--- src/rtl/core_pkg.sv ---
// Shared definitions for the core-to-AHB-Lite bridge: bus encodings,
// request size codes, bridge states and the request legality check.
package core_pkg;

   localparam logic [1:0] HTRANS_IDLE   = 2'b00;
   localparam logic [1:0] HTRANS_NONSEQ = 2'b10;

   localparam logic [2:0] HSIZE_BYTE = 3'b000;
   localparam logic [2:0] HSIZE_HALF = 3'b001;
   localparam logic [2:0] HSIZE_WORD = 3'b010;

   localparam logic [1:0] SIZE_BYTE    = 2'b00;
   localparam logic [1:0] SIZE_HALF    = 2'b01;
   localparam logic [1:0] SIZE_WORD    = 2'b10;
   localparam logic [1:0] SIZE_ILLEGAL = 2'b11;

   typedef enum logic [1:0] {
      ST_IDLE,
      ST_ADDR,
      ST_DATA,
      ST_RESP
   } bridge_state_e;

   function automatic logic [2:0] to_hsize(input logic [1:0] size);
      case (size)
         SIZE_BYTE: return HSIZE_BYTE;
         SIZE_HALF: return HSIZE_HALF;
         default:   return HSIZE_WORD;
      endcase
   endfunction

   // True for an illegal size code or an address not aligned to the size.
   function automatic logic req_bad(input logic [1:0] size, input logic [1:0] addr_lo);
      case (size)
         SIZE_HALF:    return addr_lo[0];
         SIZE_WORD:    return addr_lo != 2'b00;
         SIZE_ILLEGAL: return 1'b1;
         default:      return 1'b0;
      endcase
   endfunction

endpackage

--- src/rtl/ahb_bridge_if.sv ---
// Request port from the core plus the AHB-Lite master signals.
// master = the bridge; slave = core and interconnect side.
interface ahb_bridge_if;

   logic        req_rd_en;
   logic        req_wr_en;
   logic [31:0] req_addr;
   logic [31:0] req_wr_data;
   logic [1:0]  req_size;
   logic [31:0] req_rd_data;
   logic        req_rd_vld;
   logic        req_busy;
   logic        req_err;

   logic [31:0] HADDR;
   logic [1:0]  HTRANS;
   logic        HWRITE;
   logic [2:0]  HSIZE;
   logic [31:0] HWDATA;
   logic [31:0] HRDATA;
   logic        HREADY;
   logic        HRESP;

   modport master (
      input  req_rd_en, req_wr_en, req_addr, req_wr_data, req_size,
      output req_rd_data, req_rd_vld, req_busy, req_err,
      output HADDR, HTRANS, HWRITE, HSIZE, HWDATA,
      input  HRDATA, HREADY, HRESP
   );

   modport slave (
      output req_rd_en, req_wr_en, req_addr, req_wr_data, req_size,
      input  req_rd_data, req_rd_vld, req_busy, req_err,
      input  HADDR, HTRANS, HWRITE, HSIZE, HWDATA,
      output HRDATA, HREADY, HRESP
   );

endinterface

--- src/rtl/ahb_lane_mux.sv ---
// Byte-lane steering keyed by transfer size and address[1:0]: replicates
// write data across lanes and extracts/zero-extends the addressed read lane.
module ahb_lane_mux
   import core_pkg::*;
(
   input  logic [1:0]  size_i,
   input  logic [1:0]  addr_lo_i,
   input  logic [31:0] wdata_i,
   input  logic [31:0] rdata_i,
   output logic [31:0] wdata_o,
   output logic [31:0] rdata_o
);

   always_comb begin
      wdata_o = wdata_i;
      rdata_o = rdata_i;
      case (size_i)
         SIZE_BYTE: begin
            wdata_o = {4{wdata_i[7:0]}};
            rdata_o = {24'h0, rdata_i[{addr_lo_i, 3'b000} +: 8]};
         end
         SIZE_HALF: begin
            wdata_o = {2{wdata_i[15:0]}};
            rdata_o = {16'h0, rdata_i[{addr_lo_i[1], 4'b0000} +: 16]};
         end
         default: ;
      endcase
   end

endmodule

--- src/rtl/ahb_bridge.sv ---
// Runs one core load/store request at a time as a single NONSEQ AHB-Lite
// transfer, with size/alignment rejection, error response and stall timeout.
module ahb_bridge
   import core_pkg::*;
#(
   parameter int unsigned TIMEOUT = 256
) (
   input  logic         clk,
   input  logic         rst_n,
   ahb_bridge_if.master bus
);

   localparam int unsigned CNT_W = $clog2(TIMEOUT + 1);

   bridge_state_e state_q, state_d;
   logic [CNT_W-1:0] cnt_q, cnt_d;
   logic [31:0] wdata_q, wdata_d;
   logic [31:0] haddr_q, haddr_d;
   logic [1:0]  htrans_q, htrans_d;
   logic        hwrite_q, hwrite_d;
   logic [2:0]  hsize_q, hsize_d;
   logic [31:0] hwdata_q, hwdata_d;
   logic [31:0] rd_data_q, rd_data_d;
   logic        rd_vld_q, rd_vld_d;
   logic        busy_q, busy_d;
   logic        err_q, err_d;

   logic [31:0] lane_wdata;
   logic [31:0] lane_rdata;
   logic        stall_limit;

   ahb_lane_mux u_lane_mux (
      .size_i    (hsize_q[1:0]),
      .addr_lo_i (haddr_q[1:0]),
      .wdata_i   (wdata_q),
      .rdata_i   (bus.HRDATA),
      .wdata_o   (lane_wdata),
      .rdata_o   (lane_rdata)
   );

   assign stall_limit = (cnt_q == CNT_W'(TIMEOUT - 1));

   always_ff @(posedge clk or negedge rst_n) begin
      if (!rst_n) begin
         state_q   <= ST_IDLE;
         cnt_q     <= '0;
         wdata_q   <= '0;
         haddr_q   <= '0;
         htrans_q  <= HTRANS_IDLE;
         hwrite_q  <= 1'b0;
         hsize_q   <= '0;
         hwdata_q  <= '0;
         rd_data_q <= '0;
         rd_vld_q  <= 1'b0;
         busy_q    <= 1'b0;
         err_q     <= 1'b0;
      end else begin
         state_q   <= state_d;
         cnt_q     <= cnt_d;
         wdata_q   <= wdata_d;
         haddr_q   <= haddr_d;
         htrans_q  <= htrans_d;
         hwrite_q  <= hwrite_d;
         hsize_q   <= hsize_d;
         hwdata_q  <= hwdata_d;
         rd_data_q <= rd_data_d;
         rd_vld_q  <= rd_vld_d;
         busy_q    <= busy_d;
         err_q     <= err_d;
      end
   end

   always_comb begin
      state_d   = state_q;
      cnt_d     = '0;
      wdata_d   = wdata_q;
      haddr_d   = haddr_q;
      hwrite_d  = hwrite_q;
      hsize_d   = hsize_q;
      hwdata_d  = hwdata_q;
      rd_data_d = rd_data_q;
      rd_vld_d  = 1'b0;
      err_d     = 1'b0;

      case (state_q)
         ST_IDLE, ST_RESP: begin
            state_d = ST_IDLE;
            if (bus.req_rd_en || bus.req_wr_en) begin
               if ((bus.req_rd_en && bus.req_wr_en) || req_bad(bus.req_size, bus.req_addr[1:0])) begin
                  state_d = ST_RESP;
                  err_d   = 1'b1;
                  if (bus.req_rd_en) rd_data_d = '0;
               end else begin
                  state_d  = ST_ADDR;
                  haddr_d  = bus.req_addr;
                  hwrite_d = bus.req_wr_en;
                  hsize_d  = to_hsize(bus.req_size);
                  wdata_d  = bus.req_wr_data;
               end
            end
         end
         ST_ADDR: begin
            if (bus.HREADY) begin
               state_d  = ST_DATA;
               hwdata_d = lane_wdata;
            end else if (stall_limit) begin
               state_d = ST_RESP;
               err_d   = 1'b1;
            end else begin
               cnt_d = cnt_q + 1'b1;
            end
         end
         ST_DATA: begin
            if (bus.HREADY) begin
               state_d = ST_RESP;
               if (bus.HRESP) begin
                  err_d = 1'b1;
                  if (!hwrite_q) rd_data_d = '0;
               end else if (!hwrite_q) begin
                  rd_vld_d  = 1'b1;
                  rd_data_d = lane_rdata;
               end
            end else if (stall_limit) begin
               state_d = ST_RESP;
               err_d   = 1'b1;
            end else begin
               cnt_d = cnt_q + 1'b1;
            end
         end
         default: state_d = ST_IDLE;
      endcase

      // Registered outputs follow the next state so they align with it.
      htrans_d = (state_d == ST_ADDR) ? HTRANS_NONSEQ : HTRANS_IDLE;
      busy_d   = (state_d == ST_ADDR) || (state_d == ST_DATA);
   end

   assign bus.HADDR       = haddr_q;
   assign bus.HTRANS      = htrans_q;
   assign bus.HWRITE      = hwrite_q;
   assign bus.HSIZE       = hsize_q;
   assign bus.HWDATA      = hwdata_q;
   assign bus.req_rd_data = rd_data_q;
   assign bus.req_rd_vld  = rd_vld_q;
   assign bus.req_busy    = busy_q;
   assign bus.req_err     = err_q;

endmodule

--- src/flat_wrapper.sv ---
// flat-port wrapper written by rule: the top's interface ports become plain ports
module ahb_bridge_flat import core_pkg::*;
#(
   parameter int unsigned TIMEOUT = 256
)
  (clk, rst_n, bus_req_rd_en, bus_req_wr_en, bus_req_addr, bus_req_wr_data, bus_req_size, bus_req_rd_data, bus_req_rd_vld, bus_req_busy, bus_req_err, bus_HADDR, bus_HTRANS, bus_HWRITE, bus_HSIZE, bus_HWDATA, bus_HRDATA, bus_HREADY, bus_HRESP);
  ahb_bridge_if bus_i ();
  input  logic clk;
  input  logic rst_n;
  input wire logic [$bits(bus_i.req_rd_en)-1:0] bus_req_rd_en;
  input wire logic [$bits(bus_i.req_wr_en)-1:0] bus_req_wr_en;
  input wire logic [$bits(bus_i.req_addr)-1:0] bus_req_addr;
  input wire logic [$bits(bus_i.req_wr_data)-1:0] bus_req_wr_data;
  input wire logic [$bits(bus_i.req_size)-1:0] bus_req_size;
  output wire logic [$bits(bus_i.req_rd_data)-1:0] bus_req_rd_data;
  output wire logic [$bits(bus_i.req_rd_vld)-1:0] bus_req_rd_vld;
  output wire logic [$bits(bus_i.req_busy)-1:0] bus_req_busy;
  output wire logic [$bits(bus_i.req_err)-1:0] bus_req_err;
  output wire logic [$bits(bus_i.HADDR)-1:0] bus_HADDR;
  output wire logic [$bits(bus_i.HTRANS)-1:0] bus_HTRANS;
  output wire logic [$bits(bus_i.HWRITE)-1:0] bus_HWRITE;
  output wire logic [$bits(bus_i.HSIZE)-1:0] bus_HSIZE;
  output wire logic [$bits(bus_i.HWDATA)-1:0] bus_HWDATA;
  input wire logic [$bits(bus_i.HRDATA)-1:0] bus_HRDATA;
  input wire logic [$bits(bus_i.HREADY)-1:0] bus_HREADY;
  input wire logic [$bits(bus_i.HRESP)-1:0] bus_HRESP;
  assign bus_i.req_rd_en = bus_req_rd_en;
  assign bus_i.req_wr_en = bus_req_wr_en;
  assign bus_i.req_addr = bus_req_addr;
  assign bus_i.req_wr_data = bus_req_wr_data;
  assign bus_i.req_size = bus_req_size;
  assign bus_req_rd_data = bus_i.req_rd_data;
  assign bus_req_rd_vld = bus_i.req_rd_vld;
  assign bus_req_busy = bus_i.req_busy;
  assign bus_req_err = bus_i.req_err;
  assign bus_HADDR = bus_i.HADDR;
  assign bus_HTRANS = bus_i.HTRANS;
  assign bus_HWRITE = bus_i.HWRITE;
  assign bus_HSIZE = bus_i.HSIZE;
  assign bus_HWDATA = bus_i.HWDATA;
  assign bus_i.HRDATA = bus_HRDATA;
  assign bus_i.HREADY = bus_HREADY;
  assign bus_i.HRESP = bus_HRESP;
  ahb_bridge #(.TIMEOUT(TIMEOUT)) u_core (.clk(clk), .rst_n(rst_n), .bus(bus_i));
endmodule
--- config.mk ---
export PLATFORM = sky130hd
export DESIGN_NAME = ahb_bridge_flat
export DESIGN_NICKNAME = d
export VERILOG_FILES = /design/src/rtl/core_pkg.sv /design/src/rtl/ahb_bridge_if.sv /design/src/rtl/ahb_lane_mux.sv /design/src/rtl/ahb_bridge.sv /design/src/flat_wrapper.sv
export SDC_FILE = /design/constraint.sdc
export NUM_CORES = 1
export LEC_CHECK = 0
export CORE_MARGIN = 4
export CORE_UTILIZATION = 51
export DETAILED_ROUTE_END_ITERATION = 10
export GPL_TIMING_DRIVEN = 0
export PLACE_DENSITY = 0.86
export SYNTH_ARGS = -nofsm -noshare
export SYNTH_HDL_FRONTEND = slang
export SYNTH_HIERARCHICAL = 1
export SYNTH_SLANG_ARGS = --single-unit
--- constraint.sdc ---
create_clock -name clk -period 3.2 [get_ports clk]
set_clock_uncertainty 0.05 [all_clocks]
set_input_delay 0.32 -clock clk [delete_from_list [all_inputs] [get_ports clk]]
set_output_delay 0.32 -clock clk [all_outputs]
set_load 0.02 [all_outputs]
==> metrics.md <==
| Metric | Value |
|---|---|
| Unrepaired setup endpoints after global routing | false |
| Max VDD drop | between 0.6 and 0.7 mV |
| Pleak | 4.42 nW |
| Clk pin slew, worst setup/hold paths | 0.06 ns |
| WP data required | between 3 and 4 ns |
| Post-CTS Setup Repair Bufs | 0 |
| Crit path DAT | 2.41 ns |
| Final critical-path share of the clock period | 66.3% |
| Post-synth EDFFs | 0 |
| Syn Area/Cell | 12.5 um^2 |
| Yosys warns | 6 |
| HPWL Detailed | ~13000 um |
| Main flop type after synthesis | dfrtp_1 |
| Ant. Diodes | 0 |
| Post-synth cell types | 43 |
| Fin area | 0.00986 mm^2 |
| Routability Congestion | 0.823 |
| Ys async rst share | 100% |
| Share of cells above drive strength 1 | 23.8% |
| Largest net degree at the start of global routing | 83 |
| I/O pin count | about 210 |
| Area Growth Syn to Fin | 43.2% |
| Synth Area in Simple Gates | 7.23% |
| Reg2reg path depth | 8 |
| # rows | 42 |
| PD cells | 1060 mW/mm^2 |
| Die ar. | 0.0154 mm^2 |
| Vias in the first global route | between 5000 and 6000 |
| Post-Route WL | 18100 um |
| CTS Buf Count | 17 |
| CTS H-Tree Depth | 4 |
| Die Ht | about 120 um |
| Relative slew slack | 58.0% |
| First-pass GRT wire length | between 20000 and 30000 um |
| Post-Syn Area | roughly 0.007 mm^2 |
| Final hold slack | 0.405 ns |
| Filler-free cell count of the finished design | about 970 |
| Cells after Synth | 550 |
| DRT Pass-1 Iters | 5 |
| #FFs+latches synth | 146 |
| Max Buffers Root-to-Sink | 2 |
| Run status | completed |
| Seq/Total Area, Yosys | 53.1% |
| Avg Vias per Cell | 5.27 |
| CORE AREA | between 0.01 and 0.015 mm^2 |
| Multi-input logic area | 0.00285 mm^2 |
| GRT Total Usage | 24.0% |
| Fin nets | 886 |
| Multiplexer area fraction after synthesis | 27.1% |
| Combinational family with the most area after synthesis | multiplexers |
| # setup viols final | 0 |
| Initial Util | 52.0% |
| DP Area | 0.00920 mm^2 |
| Synth Area in Compound Gates | 5.11% |
| Min cycle time layout | 2.12 ns |
| WL/cell | 18.7 um |
| Setup crit end kind | flop |
| R2r setup slk | 1.08 ns |
| Adder-Cell Fraction of Synth Area | 0.872% |
| Number of instances in the placed design | 934 |
| Worst slew pin tran | around 0.63 ns |
| Buffers on Ports | just over 200 |
| Fmax | 471 MHz |
| Number of remaining DRC errors | 0 |
| Post-Synth XOR/XNOR Area | 0.890% |
| Register area | around 0.0037 mm^2 |
| Initial antenna violation count | 0 |
| DRT iter0 DRCs | 269 |
| Worst Setup Path Type | reg -> reg |
| GRT overflow | 0 |
| Hold Crit Class | in -> async |
| CTS tree | built |
| Final Power | 0.0104 W |
| Crit path launch type | flop |
| Slew Limit Fails | 0 |
| Clock root cell | clkbuf_16 |
| ANT nets after route | 0 |
| Worst skew pair latency | 0.42 ns |
| Critical path fanouts, max | 10 |
| CTS Sinks | 146 |
| Width of the die | between 100 and 150 um |
| Max-cap violations | 0 |
| Vias | 5099 |
| # fillers | 910 |
| Final Hold Viols | 0 |
==> through the flow <==
stage / TNS, ns / util, % / worst slack [ns]
after global placement: -558.71 / 69.3 / -3.84
after floorplan: 0 / - / 1.43
final: 0 / 74.5 / 1.08
after CTS: 0 / 74.5 / 1.10
after global routing: 0 / 74.5 / 0.997
after detailed placement: 0 / 69.5 / 0.759
==> synth_stat cells, types with 5 or more instances <==
cell / count / area (um^2)
nand2_1: 48 / 180
dfrtp_1: 146 / 3650
o21ai_0: 18 / 90.1
inv_1: 39 / 146
mux2i_1: 49 / 490
mux2_2: 85 / 957
buf_4: 14 / 105
clkbuf_1: 7 / 26.3
buf_2: 8 / 40.0
a22o_1: 7 / 61.3
a221o_2: 8 / 90.1
xor2_1: 5 / 43.8
and2_1: 17 / 106
nor2_1: 19 / 71.3
mux2_4: 28 / 420
buf_6: 5 / 56.3
==> flip-flops by register name (all words and copies together), names as in the netlist, 2 cells and up <==
name / count
u_core/bus.HADDR: 32
u_core/bus.HWDATA: 32
u_core/bus.req_rd_data: 32
u_core/wdata_q: 32
u_core/cnt_q: 9
u_core/bus.HSIZE: 2
u_core/state_q: 2
==> worst paths after layout <==
check,start,endpoint
setup / recovery,u_core/state_q[0],u_core/bus.req_rd_data[13]
max in group asynchronous,rst_n,u_core/wdata_q[17]
hold / removal,rst_n,u_core/bus.req_err
min in group clk,u_core/bus.HWDATA[1],u_core/bus.HWDATA[1]
setup reg to reg,u_core/state_q[0],u_core/bus.req_rd_data[13]
hold reg to reg,u_core/bus.HWDATA[1],u_core/bus.HWDATA[1]
==> cell type report <==
| type | instances | share of cell area, % |
|---|---|---|
| Buffer | 38 | 2.47 |
| Clock buffer | 19 | 4.49 |
| Clock inverter | 13 | 2.12 |
| Inverter | 39 | 1.48 |
| Multi-Input combinational cell | 328 | 28.9 |
| Sequential cell | 146 | 37.0 |
| Tap cell | 176 | 2.23 |
| Timing Repair Buffer | 208 | 21.3 |
==> cell usage in the layout, fill, tap and decap left out, types with 3 or more instances in the layout <==
| master | synthesis | final |
|---|---|---|
| clkinvlp_4 | 0 | 6 |
| buf_1 | 3 | 3 |
| xor2_1 | 5 | 5 |
| mux2_4 | 28 | 28 |
| a21oi_1 | 3 | 3 |
| clkbuf_16 | 0 | 17 |
| bufinv_16 | 0 | 5 |
| o21ai_0 | 18 | 18 |
| nor2b_1 | 3 | 3 |
| a221o_2 | 8 | 8 |
| clkdlybuf4s50_1 | 0 | 205 |
| dfrtp_1 | 146 | 146 |
| clkbuf_1 | 7 | 8 |
| nand3_1 | 3 | 3 |
| buf_6 | 5 | 6 |
| buf_2 | 8 | 8 |
| mux2i_1 | 49 | 49 |
| nand2b_1 | 4 | 4 |
| nor2_1 | 19 | 19 |
| and2_1 | 17 | 17 |
| mux2_2 | 85 | 85 |
| buf_4 | 14 | 14 |
| inv_1 | 39 | 39 |
| ha_1 | 4 | 4 |
| a22o_1 | 7 | 7 |
| nand2_1 | 48 | 48 |
==> what timing repair did <==
item / CTS / global route
resized for setup: 0 / 0
hold endpoints to repair: 64 / 0
hold buffers: 1 / 0
==> where the power goes <==
part / switching (W) / leakage, nW / internal (W)
clock: 0.000777 / 0.297 / 0.00140
combinational: 0.00237 / 2.30 / 0.00268
sequential: 0.000526 / 1.82 / 0.00266
==> logic make-up (layout without fill, tap and decap cells) <==
family | after synthesis | in the layout
buf+inv | 77 | 317
simple gates | 105 | 105
mux | 162 | 162
compound gates | 47 | 47
xor+xnor | 7 | 7
flops | 146 | 146
other cells | 1 | 2
fa+ha+maj | 5 | 5
==> routing by layer <==
layer	global-route usage (%)	vias up	wire, um
li1	-	2329	-
met1	28.5	2521	7220
met2	40.4	214	9130
met3	8.42	35	1360
met4	8.96	0	391
met5	0	-	0
==> worst max-delay path, stage by stage, from the launching register on <==
cell and delay (ns):
dfrtp_1 0.39, inv_1 0.06, ha_1 0.33, buf_2 0.22
mux2i_1 0.21, a21oi_1 0.07, o21ai_2 0.17, buf_4 0.29
mux2i_1 0.23
No activity file was read; power rests on OpenSTA's default activity.
